File: config.mk
export PLATFORM = sky130hd
export DESIGN_NAME = seq_multiplier
export DESIGN_NICKNAME = d
export VERILOG_FILES = /design/src/rtl/seq_multiplier.sv
export SDC_FILE = /design/constraint.sdc
export NUM_CORES = 1
export LEC_CHECK = 0
export CORE_MARGIN = 2
export CORE_UTILIZATION = 35
export CTS_BUF_LIST = sky130_fd_sc_hd__clkbuf_4 sky130_fd_sc_hd__clkbuf_8
export CTS_CLUSTER_DIAMETER = 200
export DETAILED_ROUTE_END_ITERATION = 10
export PLACE_DENSITY_LB_ADDON = 0.05
export SLEW_MARGIN = 20
export SYNTH_ARGS = -nofsm -noshare
export SYNTH_HDL_FRONTEND = slang
export SYNTH_SLANG_ARGS = --single-unit
File: constraint.sdc
create_clock -name clk -period 2.8 [get_ports clk]
set_clock_uncertainty 0.05 [all_clocks]
set_input_delay 0.56 -clock clk [delete_from_list [all_inputs] [get_ports clk]]
set_output_delay 0.56 -clock clk [all_outputs]
set_load 0.01 [all_outputs]
File: src/rtl/seq_multiplier.sv
// -----------------------------------------------------------------------------
// seq_multiplier
//   Iterative radix-2 shift-add multiplier, WIDTH x WIDTH -> 2*WIDTH bits.
//   Each operation is independently signed (two's complement) or unsigned.
//   An accepted operation spends WIDTH cycles in BUSY, one partial-product
//   step per cycle, then holds the product in DONE until the consumer takes it.
//
// Ports
//   clk        in   1        rising-edge clock
//   rst        in   1        synchronous reset, active-high
//   in_valid   in   1        a / b / is_signed are valid
//   in_ready   out  1        unit is idle and can accept an operation
//   a          in   WIDTH    multiplicand
//   b          in   WIDTH    multiplier
//   is_signed  in   1        1: operands are two's complement, 0: unsigned
//   out_valid  out  1        prod is valid
//   out_ready  in   1        consumer accepts prod
//   prod       out  2*WIDTH  product (two's complement in signed mode)
//   busy       out  1        an operation is in flight
// -----------------------------------------------------------------------------
module seq_multiplier #(
  parameter int WIDTH = 8
) (
  input  logic               clk,
  input  logic               rst,
  input  logic               in_valid,
  output logic               in_ready,
  input  logic [WIDTH-1:0]   a,
  input  logic [WIDTH-1:0]   b,
  input  logic               is_signed,
  output logic               out_valid,
  input  logic               out_ready,
  output logic [2*WIDTH-1:0] prod,
  output logic               busy
);

  localparam int CW = $clog2(WIDTH) + 1;

  localparam logic [1:0] S_IDLE = 2'd0;
  localparam logic [1:0] S_BUSY = 2'd1;
  localparam logic [1:0] S_DONE = 2'd2;

  localparam logic [CW-1:0] LAST_STEP = CW'(WIDTH - 1);

  logic [1:0]               state_q, state_d;
  logic [CW-1:0]            cnt_q, cnt_d;
  logic [2*WIDTH-1:0]       prod_q, prod_d;

  logic signed [WIDTH:0]    hi_q, hi_d;
  logic signed [WIDTH:0]    mcand_q, mcand_d;
  logic [WIDTH-1:0]         lo_q, lo_d;
  logic                     sgn_q, sgn_d;

  logic signed [WIDTH:0]    sum;
  logic                     last_step;

  assign last_step = (cnt_q == LAST_STEP);

  always_comb begin
    state_d = state_q;
    cnt_d   = cnt_q;
    prod_d  = prod_q;
    hi_d    = hi_q;
    mcand_d = mcand_q;
    lo_d    = lo_q;
    sgn_d   = sgn_q;
    sum     = hi_q;

    case (state_q)
      S_IDLE: begin
        if (in_valid) begin
          hi_d    = '0;
          lo_d    = b;
          mcand_d = is_signed ? $signed({a[WIDTH-1], a}) : $signed({1'b0, a});
          sgn_d   = is_signed;
          cnt_d   = '0;
          state_d = S_BUSY;
        end
      end

      S_BUSY: begin
        // In signed mode the multiplier MSB carries weight -2^(WIDTH-1),
        // so its partial product is subtracted instead of added.
        if (lo_q[0]) begin
          sum = (sgn_q && last_step) ? (hi_q - mcand_q) : (hi_q + mcand_q);
        end
        // Arithmetic right shift of {hi,lo} keeps the running partial
        // product sign-correct in signed mode.
        hi_d  = sgn_q ? {sum[WIDTH], sum[WIDTH:1]} : {1'b0, sum[WIDTH:1]};
        lo_d  = {sum[0], lo_q[WIDTH-1:1]};
        cnt_d = cnt_q + CW'(1);
        if (last_step) begin
          state_d = S_DONE;
          prod_d  = {hi_d[WIDTH-1:0], lo_d};
        end
      end

      S_DONE: begin
        if (out_ready) begin
          state_d = S_IDLE;
        end
      end

      default: state_d = S_IDLE;
    endcase
  end

  // Control and result registers
  always_ff @(posedge clk) begin
    if (rst) begin
      state_q <= S_IDLE;
      cnt_q   <= '0;
      prod_q  <= '0;
    end else begin
      state_q <= state_d;
      cnt_q   <= cnt_d;
      prod_q  <= prod_d;
    end
  end

  // Working datapath registers; every operation reloads them at accept
  always_ff @(posedge clk) begin
    hi_q    <= hi_d;
    lo_q    <= lo_d;
    mcand_q <= mcand_d;
    sgn_q   <= sgn_d;
  end

  assign in_ready  = (state_q == S_IDLE);
  assign out_valid = (state_q == S_DONE);
  assign busy      = (state_q != S_IDLE);
  assign prod      = prod_q;

endmodule

==> implementation parameters, run 1 <==
Parameter                              Value

Routing
  Routed wire length per instance ... 13.3 um
  Total via count in the routed design ... 2007
  Total detailed-routing wirelength ... 5540 um
  First-pass detailed-route iteration total ... 5
  DRT iter0 DRCs ... 57
  Drt drc ... 0
  Via/cell ratio ... 4.82
  Count of antenna-violating nets left after detailed routing ... 0

Place
  GP Congestion ... 0.716
  Total instance count after detailed placement ... 402
  Count of input and output buffers ... 39
  Post-detailed-placement cell area ... 0.00312 sq mm
  HPWL after DPL ... 3780 um
  Worst slack after detailed placement ... -0.0554 ns

Hold path
  Tightest Hold Check Type ... flip-flop to flip-flop

Synth
  Number of synthesized register bits ... 49
  Top FF cell, synth ... sky130_fd_sc_hd__edfxtp_1
  Share of synthesized cell area in full adder, half adder and majority cells ... 0.0581
  Dominant combinational cell family by area after synthesis ... simple AND/OR/NAND/NOR gates
  Compound-Gate Fraction of Synth Area ... 0.136
  Number of synthesized flops with an enable pin ... 27
  Simple-gate area share of the yosys netlist ... 0.197
  Library cell occupying the most area in the post-synthesis netlist ... sky130_fd_sc_hd__edfxtp_1
  Async set-or-reset flop fraction in the synthesized netlist ... 0
  Area contributors post-synth ... sky130_fd_sc_hd__edfxtp_1 32%, sky130_fd_sc_hd__dfxtp_1 18%, sky130_fd_sc_hd__nand2_1 6.6%
  Cell Area, Synth ... 0.00250 sq mm
  Share of the synthesized area in the top cell type ... 0.325
  Cell with the most instances after synthesis ... sky130_fd_sc_hd__nand2_1
  Number of warnings issued by yosys ... 0
  Most used standard cells in the synthesized netlist ... 44 x sky130_fd_sc_hd__nand2_1, 32 x sky130_fd_sc_hd__nor2_1, 27 x sky130_fd_sc_hd__edfxtp_1, 22 x sky130_fd_sc_hd__a21oi_1, 22 x sky130_fd_sc_hd__dfxtp_1
  Post-synthesis sequential area ratio ... 0.501
  Synth Area in XOR/XNOR ... 0.0386
  Gate count after technology mapping ... 256
  Distinct cell type count of the synthesized netlist ... 46
  Syn_area_per_cell ... 9.76 sq um
  Synthesized Nets ... 288
  Portion of netlist area occupied by mux cells ... 0.0326

Flow run
  Maximum Capacitance Violations ... 0

Clock tree
  Hold bufs inserted after CTS ... 0
  Maximum count of clock buffers along a single path ... 2
  Clock tree from TritonCTS ... done
  Worst skew pair latency ... 0.31 ns
  Clock transition at path regs ... 0.10 ns
  CTS sink count ... 49
  H-tree depth ... 2
  Number of buffers created by CTS ... 5
  Clock root buffer master ... sky130_fd_sc_hd__clkbuf_8

Critical path
  Critical path class ... flip-flop to flip-flop
  Sort of element at the end of the critical path ... flip-flop
  Startpoint type of the worst setup path ... flip-flop
  Crit Path Max Fanout ... 7
  Arrival time of data at the critical path endpoint ... 2.73 ns
  Data required time at the worst endpoint ... 2.79 ns

Global route
  Wire length of the first global-routing pass ... 8620 um
  Number of antenna violations at the first check in global routing ... 0
  Overall routing resource usage ... 0.144
  Maximum number of pins on one net before global-route repair ... 22
  Vias in the first global route ... 1877
  Overflow left after global routing ... 0

Floorplan
  Initial Util ... 0.366
  Die area ... 0.00783 sq mm
  Area inside the core boundary ... 0.00683 sq mm
  Floorplan die width ... 88.5 um
  Count of pins on the block boundary ... 40
  Vertical extent of the die ... 88.5 um
  # rows ... 30

Finish
  Count of inserted antenna diode cells ... 0
  Summed area of non-filler cells in the final layout ... 0.00342 sq mm
  Synth-to-layout area growth ... 36.9%
  Post-layout net count ... 351
  Count of non-filler cells in the finished layout ... 416
  Ratio of cells with drive above 1 in the final layout ... 0.203

Power and ir drop
  Net switching power of the design ... 501 uW
  Switch share ... 0.280
  Static leakage ... 0.00131 uW
  P per Cell Area ... 524 mW/mm^2
  Part of the power in combinational logic ... 0.237
  Total power ... 1790 uW
  Sequential power share ... 0.470
  Pint ... 1290 uW
  Clock group share of total power ... 0.293
  Maximum VDD drop ... 248 uV

STA
  Final worst-path cycle share ... 0.979
  Highest clock frequency the design can meet ... 365 MHz
  Actual transition at the worst max-transition pin ... 0.921 ns
  Number of hold-slack violations in the final timing report ... 0
  Final worst slack ... 0.0594 ns
  Final Critical Period ... 2.74 ns
  Max transition margin ... 0.386
  Worst hold-check slack ... 0.407 ns
  Max-slew violations ... 0
  Unrepaired setup endpoints after global routing ... yes
  # setup viols final ... 0

Status
  Status ... finished clean
[worst max-delay path, cell delays in order (launching register included)]
cell and delay, ns:
sky130_fd_sc_hd__dfxtp_4 0.37, sky130_fd_sc_hd__ha_4 0.15, sky130_fd_sc_hd__and4b_2 0.23, sky130_fd_sc_hd__buf_6 0.15, sky130_fd_sc_hd__nor2_1 0.11, sky130_fd_sc_hd__xnor2_1 0.16
sky130_fd_sc_hd__ha_1 0.30, sky130_fd_sc_hd__o21a_1 0.15, sky130_fd_sc_hd__o21a_1 0.19, sky130_fd_sc_hd__o41ai_2 0.27, sky130_fd_sc_hd__mux2i_1 0.28, sky130_fd_sc_hd__nor2_1 0.06
[repair_timing]
| action | CTS | global route |
|---|---|---|
| endpoints found under the setup margin | 2 | 9 |
| buffers inserted | 0 | 6 |
| hold endpoints to repair | 0 | 0 |
| pin swaps | 0 | 16 |
| resized for setup | 2 | 29 |
[through the flow]
stage          TNS [ns]  utilization
6_report              0        0.500
4_1_cts               0        0.475
5_1_grt          -0.375        0.500
3_5_place_dp    -0.0890        0.457
2_1_floorplan         0            -
3_3_place_gp    -0.0710        0.457
[power by group through the flow]
stage	combinational, uW	clock [uW]	sequential, uW
6_report	425	525	842
5_1_grt	470	570	849
4_1_cts	387	544	841
3_5_place_dp	381	0	857
3_3_place_gp	378	0	856
2_1_floorplan	240	0	848
[worst paths after layout]
path | start | endpoint | slack, ns | depth (start not counted)
worst max-delay path | cnt_q[0] | hi_q[6] | 0.06 | 11
worst min-delay path | prod[3] | prod[3] | 0.41 | 2
worst max register to register | cnt_q[0] | hi_q[6] | 0.06 | 11
worst min register to register | prod[3] | prod[3] | 0.41 | 2
[kinds of logic (layout without fill, tap and decap cells)]
family,Yosys count,after routing
flip-flops,49,49
adder cells (fa/ha/maj),11,11
XOR/XNOR,11,11
multiplexers,8,8
AND/OR/NAND/NOR,104,104
buffers and inverters,21,85
AO/OA/AOI/OAI,52,52
[cells in the final DEF, fill, tap and decap left out, types with 2 or more instances in the layout]
cell type	synthesis	routed
sky130_fd_sc_hd__a211oi_1	9	9
sky130_fd_sc_hd__a21oi_1	22	16
sky130_fd_sc_hd__a21oi_2	1	7
sky130_fd_sc_hd__a311oi_1	2	2
sky130_fd_sc_hd__and2_1	2	2
sky130_fd_sc_hd__and3b_2	1	2
sky130_fd_sc_hd__buf_4	0	27
sky130_fd_sc_hd__clkbuf_8	0	5
sky130_fd_sc_hd__clkdlybuf4s50_1	0	39
sky130_fd_sc_hd__dfxtp_1	22	20
sky130_fd_sc_hd__dfxtp_4	0	2
sky130_fd_sc_hd__edfxtp_1	27	27
sky130_fd_sc_hd__ha_1	10	9
sky130_fd_sc_hd__inv_1	10	10
sky130_fd_sc_hd__mux2i_1	7	5
sky130_fd_sc_hd__mux2i_2	0	2
sky130_fd_sc_hd__nand2_1	44	44
sky130_fd_sc_hd__nand2b_1	3	3
sky130_fd_sc_hd__nand3_1	4	3
sky130_fd_sc_hd__nor2_1	32	30
sky130_fd_sc_hd__nor2b_1	4	4
sky130_fd_sc_hd__nor3_1	4	3
sky130_fd_sc_hd__o21a_1	2	2
sky130_fd_sc_hd__o21ai_0	5	4
sky130_fd_sc_hd__xnor2_1	10	8
[layer usage]
layer,track usage,share of wire,vias to the layer above
met5,0,0,-
met4,0.0372,0.0060,0
met1,0.188,0.48,935
met3,0.0289,0.037,4
met2,0.245,0.48,45
li1,-,-,1023
[sequential cells by signal (all words and copies together), names as in the netlist]
signal,count
state_q,2
sgn_q,1
mcand_q,9
hi_q,9
lo_q,8
cnt_q,4
prod,16
[layout make-up]
| class | count | area [sq um] |
|---|---|---|
| sequential | 49 | 1260 |
| tap | 96 | 120 |
| inverter | 10 | 37.5 |
| clock buffer | 5 | 68.8 |
| fill | 674 | 3410 |
| clock inverter | 3 | 45.0 |
| timing repair buffer | 67 | 604 |
| multi-input combinational | 186 | 1280 |
Note: power is estimated with default switching activity, not from simulation.
==> run 2: changes to the inputs <==
==> constraint.sdc (replaced) <==
create_clock -name clk -period 2.8 [get_ports clk]
set_clock_uncertainty 0.05 [all_clocks]
set_input_delay 0.42 -clock clk [delete_from_list [all_inputs] [get_ports clk]]
set_output_delay 0.42 -clock clk [all_outputs]
set_load 0.01 [all_outputs]
==> run 2 against run 1 <==
Sequential power is essentially flat. Total power grew 0.14%. First-iteration DRC count grew 26%. Fmax grew 0.66%. Worst setup slack gained 0.018 ns. Critical path depth grew 1. Utilization grew 0.55 points. Non-clock buffer count grew 5.
==> implementation parameters, run 2 (synthesized netlist as in run 1, its figures left out) <==
Parameter                              Value

Clock tree
  Clock transition at path regs ... 0.09 ns (about the same)
  CTS sink count ... 49 (unchanged)
  Maximum count of clock buffers along a single path ... 2 (unchanged)
  Clock tree from TritonCTS ... done
  Worst skew pair latency ... 0.30 ns (about the same)
  H-tree depth ... 2 (unchanged)
  Clock root buffer master ... sky130_fd_sc_hd__clkbuf_8
  Number of buffers created by CTS ... 5 (unchanged)

Power and ir drop
  Maximum VDD drop ... 280 uV (+13%)
  Static leakage ... 0.00133 uW (+1.9%)
  Total power ... 1790 uW (+0.14%)
  P per Cell Area ... 519 mW/mm^2 (-0.95%)

Finish
  Most frequent cells in the layout ... 44 x sky130_fd_sc_hd__nand2_1, 39 x sky130_fd_sc_hd__clkdlybuf4s50_1, 31 x sky130_fd_sc_hd__nor2_1, 31 x sky130_fd_sc_hd__buf_4, 27 x sky130_fd_sc_hd__edfxtp_1
  Post-layout net count ... 356 (+1.4%)
  Ratio of cells with drive above 1 in the final layout ... 0.209 (+0.00611)
  Count of inserted antenna diode cells ... 0 (unchanged)
  Flip-flop count of the largest register after layout ... 16 (unchanged)
  Most common cell after layout, fill and taps aside ... sky130_fd_sc_hd__nand2_1
  Fillers ... 682 (+1.2%)
  Synth-to-layout area growth ... 38.4%

Critical path
  Critical path class ... flip-flop to flip-flop
  Data required time at the worst endpoint ... 2.75 ns (-0.04 ns)
  Internal reg-to-reg setup slack ... 0.08 ns (+0.02 ns)
  Arrival time of data at the critical path endpoint ... 2.68 ns (-0.05 ns)
  Startpoint type of the worst setup path ... flip-flop
  Crit Path Max Fanout ... 7 (unchanged)
  Reg2Reg Depth ... 12 (+1)
  Sort of element at the end of the critical path ... flip-flop

STA
  Final worst slack ... 0.0773 ns (+0.0179 ns)
  # setup viols final ... 0 (unchanged)
  Final worst-path cycle share ... 0.972 (-0.00638)
  Max-slew violations ... 0 (unchanged)
  Final Critical Period ... 2.72 ns (-0.0179 ns)
  Unrepaired setup endpoints after global routing ... yes
  Number of hold-slack violations in the final timing report ... 0 (unchanged)
  Max transition margin ... 0.428 (+0.0421)
  Highest clock frequency the design can meet ... 367 MHz (+0.66%)
  Actual transition at the worst max-transition pin ... 0.858 ns (-0.0631 ns)

Global route
  Vias in the first global route ... 1898 (+1.1%)
  Wire length of the first global-routing pass ... 8650 um (+0.31%)
  Number of antenna violations at the first check in global routing ... 0 (unchanged)
  Maximum number of pins on one net before global-route repair ... 22 (unchanged)
  Overflow left after global routing ... 0 (unchanged)
  Overall routing resource usage ... 0.143 (-0.00153)

Hold path
  Hold depth ... 2 (unchanged)
  Tightest Hold Check Type ... flip-flop to flip-flop

Routing
  Via/cell ratio ... 4.68 (-3.0%)
  Count of antenna-violating nets left after detailed routing ... 0 (unchanged)
  DRT iter0 DRCs ... 72 (+26%)
  Total via count in the routed design ... 1971 (-1.8%)
  Routed wire length per instance ... 12.5 um (-6.0%)
  Drt drc ... 0 (unchanged)
  First-pass detailed-route iteration total ... 4 (-1)
  Total detailed-routing wirelength ... 5280 um (-4.8%)

Floorplan
  Vertical extent of the die ... 88.5 um (unchanged)
  Floorplan die width ... 88.5 um (unchanged)
  Initial Util ... 0.366 (unchanged)
  # rows ... 30 (unchanged)
  Count of pins on the block boundary ... 40 (unchanged)
  Area inside the core boundary ... 0.00683 sq mm (unchanged)
  Die area ... 0.00783 sq mm (unchanged)

Status
  Status ... finished clean

Place
  HPWL after DPL ... 3770 um (-0.32%)
  Count of input and output buffers ... 39 (unchanged)
  Worst slack after detailed placement ... -0.0538 ns (+0.00158 ns)
  GP Congestion ... 0.778 (+8.7%)

Flow run
  Maximum Capacitance Violations ... 0 (unchanged)
==> run 2: where the power goes <==
group          switching, uW  internal [uW]  leakage, uW
Clock                    225            275    0.0000586
Combinational            214            237     0.000822
Sequential              33.1            810     0.000453
Total                    472           1320      0.00133
==> run 2: path summary, 6_finish.rpt <==
path              endpoint  startpoint
hold reg to reg    prod[3]     prod[3]
hold / removal     prod[3]     prod[3]
setup / recovery   hi_q[7]    cnt_q[1]
setup reg to reg   hi_q[7]    cnt_q[1]
==> run 2: area by class of cell <==
type	instances	area, sq um	share of cell area
tap	96	120	0.0348
inverter	10	37.5	0.0109
sequential	49	1260	0.364
timing repair buffer	72	646	0.187
clock inverter	2	35.0	0.0101
clock buffer	6	76.3	0.0221
multi-input combinational	186	1280	0.371
==> run 2: per-layer routing <==
layer | GRT usage | share of wire
met2 | 0.236 | 0.47
met4 | 0.0372 | 0.0076
met5 | 0 | 0
met3 | 0.0308 | 0.029
met1 | 0.191 | 0.50
==> run 2: repair_timing <==
action | in CTS | in global routing
buffers inserted | 1 | 11
gates resized for setup | 6 | 22
setup endpoints to repair | 3 | 12
hold buffers | 0 | 0
pin swaps | 2 | 15
gates cloned | 0 | 0
==> run 2: metrics by stage <==
step	utilization	hold WS [ns]	setup TNS, ns	instances	instance area [sq um]
after floorplan	-	0.399	0	256	2500
after global placement	0.456	0.393	-0.0464	401	3110
after detailed placement	0.456	0.397	-0.102	401	3110
after CTS	0.477	0.410	0	410	3260
after global routing	0.506	0.426	-0.132	421	3460
final	0.506	0.404	0	421	3460
==> run 2: critical path, cell delays in order, from the launching register on <==
cell and delay (ns):
sky130_fd_sc_hd__dfxtp_4 0.36, sky130_fd_sc_hd__ha_4 0.15, sky130_fd_sc_hd__and4b_2 0.23, sky130_fd_sc_hd__buf_6 0.15
sky130_fd_sc_hd__a21oi_2 0.11, sky130_fd_sc_hd__xnor2_1 0.09, sky130_fd_sc_hd__ha_1 0.37, sky130_fd_sc_hd__nand4_1 0.14
sky130_fd_sc_hd__a21oi_2 0.12, sky130_fd_sc_hd__and3b_2 0.25, sky130_fd_sc_hd__xnor2_4 0.17, sky130_fd_sc_hd__a21bo_1 0.17
sky130_fd_sc_hd__a21oi_1 0.07
==> run 3: changes to the inputs <==
CTS_BUF_LIST = not set   (was sky130_fd_sc_hd__clkbuf_4 sky130_fd_sc_hd__clkbuf_8)
SLEW_MARGIN = not set   (was 20)
==> run 3 against run 2 <==
Sequential share of layout area barely moved. Critical path depth did not move. Combinational power barely moved. Clock power fell by 2%. Via count did not move. Sequential power barely moved. Flip-flop and latch count did not move. Highest routed layer unchanged. Global-route usage did not move. Wire length barely moved.
==> implementation parameters, run 3 (synthesized netlist as in run 1, its figures left out) <==
Parameter                              Value

Critical path
  Startpoint type of the worst setup path ... flip-flop
  Sort of element at the end of the critical path ... flip-flop
  Most frequent cell on the critical path ... sky130_fd_sc_hd__a21oi_2
  Data required time at the worst endpoint ... 2.75 ns (about the same)
  Crit-path cells ... ha_4 -> and4b_2 -> buf_6 -> a21oi_2 -> xnor2_1 -> ha_1 -> nand4_1 -> a21oi_2 -> and3b_2 -> xnor2_4 -> a21bo_1 -> a21oi_1
  Crit Path Max Fanout ... 7 (unchanged)
  Arrival time of data at the critical path endpoint ... 2.68 ns (about the same)
  Max stage delay on crit path ... 0.37 ns (about the same)
  Critical path class ... flip-flop to flip-flop
  Slowest stage cell, crit path ... sky130_fd_sc_hd__ha_1

Global route
  Overflow left after global routing ... 0 (unchanged)
  Overall routing resource usage ... 0.143 (unchanged)
  Number of antenna violations at the first check in global routing ... 0 (unchanged)
  Wire length of the first global-routing pass ... 8650 um (unchanged)
  Maximum number of pins on one net before global-route repair ... 22 (unchanged)
  Vias in the first global route ... 1898 (unchanged)

Power and ir drop
  Static leakage ... 0.00133 uW (-0.26%)
  Switch share ... 0.265 (+0.00127)
  Part of the power in combinational logic ... 0.253 (+0.002)
  Maximum VDD drop ... 280 uV (about the same)
  Pint ... 1310 uW (-0.73%)
  Sequential power share ... 0.473 (+0.003)
  P per Cell Area ... 517 mW/mm^2 (-0.45%)
  Net switching power of the design ... 472 uW (about the same)
  Clock group share of total power ... 0.275 (-0.004)

Floorplan
  # rows ... 30 (unchanged)
  Initial Util ... 0.366 (unchanged)
  Die area ... 0.00783 sq mm (unchanged)
  Vertical extent of the die ... 88.5 um (unchanged)
  Count of pins on the block boundary ... 40 (unchanged)
  Area inside the core boundary ... 0.00683 sq mm (unchanged)
  Floorplan die width ... 88.5 um (unchanged)

Clock tree
  Hold bufs inserted after CTS ... 0 (unchanged)
  Number of buffers created by CTS ... 5 (unchanged)
  Clock transition at path regs ... 0.09 ns (about the same)
  Worst skew pair latency ... 0.30 ns (about the same)
  Clock tree from TritonCTS ... done
  Maximum count of clock buffers along a single path ... 2 (unchanged)
  Clock root buffer master ... sky130_fd_sc_hd__clkbuf_8
  CTS sink count ... 49 (unchanged)
  H-tree depth ... 2 (unchanged)

Flow run
  Maximum Capacitance Violations ... 0 (unchanged)

Routing
  Drt drc ... 0 (unchanged)
  DRT iter0 DRCs ... 72 (unchanged)
  Total detailed-routing wirelength ... 5270 um (about the same)
  Routed wire length per instance ... 12.5 um (about the same)
  Total via count in the routed design ... 1971 (unchanged)
  Via/cell ratio ... 4.68 (unchanged)
  First-pass detailed-route iteration total ... 4 (unchanged)
  Count of antenna-violating nets left after detailed routing ... 0 (unchanged)

Place
  GP Congestion ... 0.778 (unchanged)
  HPWL after DPL ... 3770 um (unchanged)
  Count of input and output buffers ... 39 (unchanged)
  Post-detailed-placement cell area ... 0.00311 sq mm (unchanged)
  Worst slack after detailed placement ... -0.0538 ns (unchanged)

STA
  Max transition margin ... 0.428 (unchanged)
  # setup viols final ... 0 (unchanged)
  Max-slew violations ... 0 (unchanged)
  Actual transition at the worst max-transition pin ... 0.858 ns (unchanged)
  Worst hold-check slack ... 0.404 ns (unchanged)
  Highest clock frequency the design can meet ... 367 MHz (unchanged)
  Number of hold-slack violations in the final timing report ... 0 (unchanged)
  Final Critical Period ... 2.72 ns (+0.000000200 ns)
  Final worst-path cycle share ... 0.972 (about the same)
  Final worst slack ... 0.0773 ns (-0.000000200 ns)
  Unrepaired setup endpoints after global routing ... yes

Finish
  Flip-flop count of the largest register after layout ... 16 (unchanged)
  Most frequent cells in the layout ... 44 x sky130_fd_sc_hd__nand2_1, 39 x sky130_fd_sc_hd__clkdlybuf4s50_1, 31 x sky130_fd_sc_hd__nor2_1, 31 x sky130_fd_sc_hd__buf_4, 27 x sky130_fd_sc_hd__edfxtp_1
  Ratio of cells with drive above 1 in the final layout ... 0.206 (-0.00308)
  Post-layout net count ... 356 (unchanged)
  Most common cell after layout, fill and taps aside ... sky130_fd_sc_hd__nand2_1
  Fillers ... 681 (-0.15%)
  Count of inserted antenna diode cells ... 0 (unchanged)
  Summed area of non-filler cells in the final layout ... 0.00345 sq mm (-0.11%)
  Synth-to-layout area growth ... 38.2%

Hold path
  Tightest Hold Check Type ... flip-flop to flip-flop

Status
  Status ... finished clean
[run 3: cell counts in the layout (fill, tap and decap cells not counted)]
Identical to the previous run, type by type.
[run 3: what timing repair did]
item,in CTS,in global routing
cloned,0,0
hold endpoints to repair,0,0
resized for setup,6,22
setup buffers,1,11
pin swaps,2,15
endpoints found under the setup margin,3,12
[run 3: worst max-delay path, delay by kind of cell, from the launching register on]
| family | cells | cell delay, ns |
|---|---|---|
| AND/OR/NAND/NOR | 3 | 0.62 |
| adder cells (fa/ha/maj) | 2 | 0.52 |
| AO/OA/AOI/OAI | 4 | 0.47 |
| flip-flops | 1 | 0.36 |
| XOR/XNOR | 2 | 0.26 |
| buffers and inverters | 1 | 0.15 |
[run 3: cell type report]
cell class              count  area, sq um  area share
clock buffers               6         72.6      0.0210
repair buffers             72          646       0.187
inverters                  10         37.5      0.0109
multi-input cells         186         1280       0.372
flip-flops and latches     49         1260       0.365
clock inverters             2         35.0      0.0101
well taps                  96          120      0.0348
[run 3: per-layer routing]
metal	wire, um	track usage	vias to the layer above
met5	0	0	-
met3	152	0.0308	4
li1	-	-	1033
met4	40	0.0372	0
met1	2630	0.191	907
met2	2450	0.236	27
[run 3: power by group through the flow]
stage	combinational (uW)	clock, uW	sequential [uW]
finish	451	490	843
global route	509	538	849
CTS	384	509	842
detailed placement	374	0	857
global placement	374	0	858
floorplan	240	0	848
[run 3: path summary, 6_finish.rpt]
path                            depth (start not counted)  slack, ns       to  startpoint
worst min-delay path                                    2       0.40  prod[3]     prod[3]
worst max register to register                         12       0.08  hi_q[7]    cnt_q[1]
worst max-delay path                                   12       0.08  hi_q[7]    cnt_q[1]
worst min register to register                          2       0.40  prod[3]     prod[3]
[run 3: per-stage QoR]
step / cells / TNS [ns] / util / total power, uW
after global placement: 401 / -0.0464 / 0.456 / 1230
after floorplan: 256 / 0 / - / 1090
after detailed placement: 401 / -0.102 / 0.456 / 1230
final: 421 / 0 / 0.505 / 1780
after CTS: 410 / 0 / 0.476 / 1730
after global routing: 421 / -0.132 / 0.505 / 1900
